===== src/rtl/mac_seq_pkg.sv =====
// mac_seq_pkg: shared state type, width derivation and saturation bounds for the MAC sequencer
package mac_seq_pkg;
  typedef enum logic [1:0] {IDLE, ACC, DRAIN} state_t;
  function automatic int psum_width(input int dw);
    return dw * 2 + 6;
  endfunction
  function automatic int sat_max(input int dw);
    return 2 ** (dw - 1) - 1;
  endfunction
  function automatic int sat_min(input int dw);
    return -(2 ** (dw - 1));
  endfunction
  localparam int DATA_W  = 8;
  localparam int PSUM_W  = psum_width(DATA_W);
  localparam int SAT_MAX = sat_max(DATA_W);
  localparam int SAT_MIN = sat_min(DATA_W);
endpackage


===== src/rtl/requant_sat.sv =====
// requant_sat: arithmetic right shift with half-up rounding, saturated to DATA_WIDTH
module requant_sat
  import mac_seq_pkg::*;
#(
  parameter int DATA_WIDTH = 8,
  parameter int PSUM_WIDTH = psum_width(DATA_WIDTH)
) (
  input  logic signed [PSUM_WIDTH-1:0] sum,
  input  logic        [3:0]            shift,
  output logic signed [DATA_WIDTH-1:0] q
);
  localparam int W = PSUM_WIDTH + 1;
  localparam logic signed [W-1:0] HI = W'(sat_max(DATA_WIDTH));
  localparam logic signed [W-1:0] LO = W'(sat_min(DATA_WIDTH));
  logic signed [W-1:0] ext, rnd, shr;
  // one extra bit of headroom keeps the rounding add from wrapping
  always_comb begin
    ext = {sum[PSUM_WIDTH-1], sum};
    rnd = (shift == 4'd0) ? '0 : W'(1) << (shift - 4'd1);
    shr = (ext + rnd) >>> shift;
    q   = (shr > HI) ? HI[DATA_WIDTH-1:0] : (shr < LO) ? LO[DATA_WIDTH-1:0] : shr[DATA_WIDTH-1:0];
  end
endmodule


===== src/rtl/mac_cluster_seq.sv =====
// mac_cluster_seq: chunked accumulation sequencer for one MAC cluster with partial-sum buffer
// and requantized valid/ready result drain
module mac_cluster_seq
  import mac_seq_pkg::*;
#(
  parameter int DATA_WIDTH  = 8,
  parameter int PSUM_WIDTH  = psum_width(DATA_WIDTH),
  parameter int POS_WIDTH   = 5,
  parameter int CHUNK_WIDTH = 8
) (
  input  logic                          clk,
  input  logic                          rst_n,
  input  logic                          cfg_start,
  input  logic        [POS_WIDTH-1:0]   cfg_num_pos,
  input  logic        [CHUNK_WIDTH-1:0] cfg_num_chunk,
  input  logic                          cfg_relu,
  input  logic        [3:0]             cfg_shift,
  output logic                          busy,
  output logic                          done,
  input  logic                          op_valid,
  output logic                          op_ready,
  output logic        [CHUNK_WIDTH-1:0] cur_chunk,
  output logic        [POS_WIDTH-1:0]   cur_pos,
  output logic                          mac_en,
  output logic                          mac_add_bias,
  output logic                          mac_relu,
  output logic                          mac_done,
  output logic        [PSUM_WIDTH-1:0]  mac_psum,
  input  logic signed [PSUM_WIDTH-1:0]  mac_total_sum,
  output logic                          res_valid,
  input  logic                          res_ready,
  output logic signed [DATA_WIDTH-1:0]  res_data,
  output logic        [POS_WIDTH-1:0]   res_pos
);
  state_t state;
  logic [POS_WIDTH-1:0] num_pos;
  logic [CHUNK_WIDTH-1:0] num_chunk;
  logic relu_q;
  logic [3:0] shift_q;
  logic [PSUM_WIDTH-1:0] psum_buf [2**POS_WIDTH];
  logic acc, last_chunk, last_pos, fire, res_hs;
  logic signed [PSUM_WIDTH-1:0] rq_in;
  logic signed [DATA_WIDTH-1:0] rq_out;
  assign acc          = state == ACC;
  assign last_chunk   = cur_chunk == num_chunk;
  assign last_pos     = cur_pos == num_pos;
  assign res_hs       = res_valid && res_ready;
  // the final chunk may only fire when the result slot is free or draining this cycle
  assign op_ready     = acc && (!last_chunk || !res_valid || res_ready);
  assign fire         = op_valid && op_ready;
  assign mac_en       = fire;
  assign mac_add_bias = acc && cur_chunk == '0;
  assign mac_done     = acc && last_chunk;
  assign mac_relu     = mac_done && relu_q;
  assign mac_psum     = (acc && cur_chunk != '0) ? psum_buf[cur_pos] : '0;
  assign busy         = state != IDLE;
  assign done         = state == DRAIN && res_hs;
  assign rq_in        = (mac_relu && mac_total_sum[PSUM_WIDTH-1]) ? '0 : mac_total_sum;
  requant_sat #(.DATA_WIDTH(DATA_WIDTH), .PSUM_WIDTH(PSUM_WIDTH)) u_rq (
    .sum  (rq_in),
    .shift(shift_q),
    .q    (rq_out)
  );
  always_ff @(posedge clk or negedge rst_n) begin
    if (!rst_n) begin
      state     <= IDLE;
      cur_chunk <= '0;
      cur_pos   <= '0;
      num_pos   <= '0;
      num_chunk <= '0;
      relu_q    <= 1'b0;
      shift_q   <= '0;
      res_valid <= 1'b0;
      res_data  <= '0;
      res_pos   <= '0;
    end else begin
      if (fire && last_chunk) begin
        res_valid <= 1'b1;
        res_data  <= rq_out;
        res_pos   <= cur_pos;
      end else if (res_hs) begin
        res_valid <= 1'b0;
      end
      case (state)
        IDLE: if (cfg_start) begin
          state     <= ACC;
          num_pos   <= cfg_num_pos;
          num_chunk <= cfg_num_chunk;
          relu_q    <= cfg_relu;
          shift_q   <= cfg_shift;
          cur_chunk <= '0;
          cur_pos   <= '0;
        end
        ACC: if (fire) begin
          cur_pos <= last_pos ? '0 : cur_pos + 1'b1;
          if (last_pos) begin
            cur_chunk <= last_chunk ? '0 : cur_chunk + 1'b1;
            if (last_chunk) state <= DRAIN;
          end
        end
        DRAIN: if (res_hs) state <= IDLE;
        default: state <= IDLE;
      endcase
    end
  end
  always_ff @(posedge clk) if (fire && !last_chunk) psum_buf[cur_pos] <= mac_total_sum;
endmodule


===== config.mk =====
export PLATFORM = sky130hd
export DESIGN_NAME = mac_cluster_seq
export DESIGN_NICKNAME = d
export VERILOG_FILES = /design/src/rtl/mac_seq_pkg.sv /design/src/rtl/requant_sat.sv /design/src/rtl/mac_cluster_seq.sv
export SDC_FILE = /design/constraint.sdc
export NUM_CORES = 1
export LEC_CHECK = 0
export ABC_CLOCK_PERIOD_IN_PS = 5000
export CAP_MARGIN = 20
export CORE_UTILIZATION = 45
export CTS_BUF_LIST = sky130_fd_sc_hd__clkbuf_16
export DETAILED_ROUTE_END_ITERATION = 7
export GPL_ROUTABILITY_DRIVEN = 0
export GPL_TIMING_DRIVEN = 0
export PLACE_DENSITY = 0.6
export SLEW_MARGIN = 20
export SYNTH_ARGS = -nofsm -noshare
export SYNTH_HDL_FRONTEND = slang
export SYNTH_SLANG_ARGS = --single-unit

===== constraint.sdc =====
create_clock -name clk -period 5 [get_ports clk]
set_input_delay 1 -clock clk [delete_from_list [all_inputs] [get_ports clk]]
set_output_delay 1 -clock clk [all_outputs]
set_load 0.05 [all_outputs]

==> qor.csv <==
metric;value;unit
drive_gt1_frac;0.3126;
hold_class;input port to asynchronous set/reset pin;
synth_xor_area_frac;0.006307;
period_share;1.017;
rsz0062_at_grt;true;
wl;90.64;mm
hold_viol_final;0;
port_buffers;100;
io_pins;101;
grt_pass1_vias;19100;
clk_latency;650;ps
grt_pass1_wl;130.8;mm
synthAdderAreaFrac;0.009245;
period_needed;5087;ps
ant_nets;0;
wire_per_inst;29.70;um
cts_root_buffer;clkbuf_16;
coreArea;70150;um2
fin_ws;-87.08;ps
cp_max_fo;5;
cts.path.max_buffers;3;
ys_warn_count;0;
ys_dominant_reg_cell;edfxtp_1;
antenna_found_initial;2;
critPathTopFamily;compound AO/OA/AOI/OAI gates;
synth_top_area_frac;0.6619;
die_h;268.4;um
drv_slew;0;
cts_tree;done;
crit_buf_inv;1;
synth_area;31940;um2
ys_async_sr_fraction;0.06258;
synth.yosys.seq_area_share;0.6987;
synth_nets;1854;
power_density;554.3;nW/um2
drv_cap;0;
critical_path.cell_chain;xor2_2 > nor4_2 > nand4_1 > clkbuf_8 > and2_4 > ha_4 > fa_2 > a21oi_4 > o22ai_4 > a21o_4 > a2111oi_4 > o31ai_4 > a221o_2 > o31ai_4 > nand4_1 > o21ai_2 > a31oi_4 > a311oi_2;
synth_top_family_by_area;multiplexers;
yosys-top-cells-area;edfxtp_1, mux4_2, dfrtp_1;
cpMaxStageDelayCell;a221o_2;
path_clk_slew;60;ps
nets;2118;
syn_inst;1786;
maxSlewHeadroom;0.3192;
rows;97;
worst_pin_slew;1018;ps
synth-simple-area-share;0.05339;
use_met2;0.4275;
ys_ff_latch;751;
fin_skew;46.43;ps
chipWidth;268.4;um
startpoint_type;register;
synth.most_common_cell;edfxtp_1;
cp.arrival;5600;ps
synth-edff-count;704;
r2r_cells;18;
grt_use_total;0.2542;
status;finished with violations;
setup_violations;6;
synth_common_cells;edfxtp_1, mux4_2, nor2_1;
drc;0;
dr_total_vias;19040;
die_area;72050;um2
required;5510;ps
dr.first_iter.drc_count;1970;
setup.worst_path.end_class;register;
max_freq;196.6;MHz
grt_util_met1;0.3500;
grt_overflow;0;
numClockSinks;751;
dp_slack;-1322;ps
synth-compound-area-share;0.07948;
power.total;21.64;mW
ir_drop;0.4256;mV
grt_max_degree;41;
hpwlAfterDp;60.00;mm
numCtsBuffers;79;
synthMuxAreaShare;0.1364;
failed_checks;setup timing;
met3_usage;0.03772;
synth.distinct_cells;101;
synth_top_cell_by_area;edfxtp_1;
firstDrtPassIters;5;
p_leak;12.85;nW
worstSetupPathDepth;18;
start_util;0.4553;
vias_per_cell;6.238;
critPathMaxStageDelay;480;ps
crit_type;register to register;
area_delta_synth_final;22.21;%
syn_avg_cell_area;17.88;um2
busiest_layer;met2;
htreeDepth;3;
==> layout by cell type, fill, tap and decap left out, drive strengths merged, types with 37 or more instances in the layout <==
master         synthesis  layout
nor2                 107     107
mux4                 178     178
nand2                 84      84
edfxtp               704     704
a22oi                 55      55
clkbuf                66     142
clkinv                 1      37
buf                   32     139
dfrtp                 47      47
o21ai                 62      62
clkdlybuf4s50          0      56
==> metrics by stage <==
stage	setup TNS, ps	instance area, um2	util	instances	hold slack (ps)
after CTS	0	38360	0.5469	3023	384.9
after detailed placement	-25840	35280	0.5029	2866	485.0
after global routing	-1069	39030	0.5564	3052	422.2
after global placement	-63200	34120	0.4863	2826	479.0
final	-241.0	39030	0.5564	3052	385.1
after floorplan	0	31940	-	1786	500.8
==> power by group <==
part / switching [mW] / total [mW] / leakage (nW) / internal (mW)
registers: 0.201 / 7.52 / 6.91 / 7.32
clock network: 2.48 / 5.77 / 1.31 / 3.29
logic: 5.10 / 8.35 / 4.62 / 3.24
==> worst reg2reg max path: cells and delay by family, from the launching register on <==
| kind | cells | cell delay [ps] |
|---|---|---|
| AND/OR/NAND/NOR | 4 | 900 |
| adder cells (fa/ha/maj) | 2 | 600 |
| buffers and inverters | 1 | 210 |
| AO/OA/AOI/OAI | 10 | 2660 |
| XOR/XNOR | 1 | 200 |
| flip-flops | 1 | 430 |
==> what timing repair did <==
| action | CTS | global route |
|---|---|---|
| setup buffers | 15 | 29 |
| endpoints found under the setup margin | 29 | 18 |
| gates resized for setup | 185 | 101 |
| hold buffers | 0 | 0 |
| pin swaps | 20 | 44 |
| cloned | 2 | 0 |
==> state kept, by name, summed over array words and instances, names as in the netlist, 4 cells and up <==
name and count:
psum_buf 704, shift_q 4, res_data 8, cur_chunk 8, cur_pos 5, num_pos 5, num_chunk 8, res_pos 5
==> path summary, 6_finish.rpt <==
path	endpoint	start	slack, ps
setup / recovery	res_data[3]	cur_chunk[6]	-90
hold / removal	cur_pos[2]	rst_n	390
setup reg to reg	res_data[3]	cur_chunk[6]	-90
hold reg to reg	res_data[7]	res_data[7]	480
max in group asynchronous	res_pos[1]	rst_n	4070
min in group clk	res_data[7]	res_data[7]	480
==> metal layers <==
metal | vias to the layer above | wire, um
li1 | 7936 | -
met1 | 10160 | 37110
met2 | 792 | 45720
met3 | 145 | 5728
met4 | 0 | 2079
met5 | - | 0
==> area by class of cell <==
| class | instances | area [um2] |
|---|---|---|
| repair buffers | 185 | 2276 |
| plain buffers | 95 | 606.8 |
| inverters | 16 | 60.06 |
| multi-input cells | 922 | 10040 |
| diodes | 1 | 2.502 |
| clock inverters | 62 | 548.0 |
| clock buffers | 80 | 2002 |
| fillers | 5513 | 31120 |
| well taps | 940 | 1176 |
| flip-flops and latches | 751 | 22330 |
==> kinds of logic after synthesis <==
logic type | Yosys count
flip-flops | 751
AND/OR/NAND/NOR | 339
AO/OA/AOI/OAI | 325
multiplexers | 210
buffers and inverters | 114
adder cells (fa/ha/maj) | 23
XOR/XNOR | 23
other | 1
(Power assumes the default switching activity.)
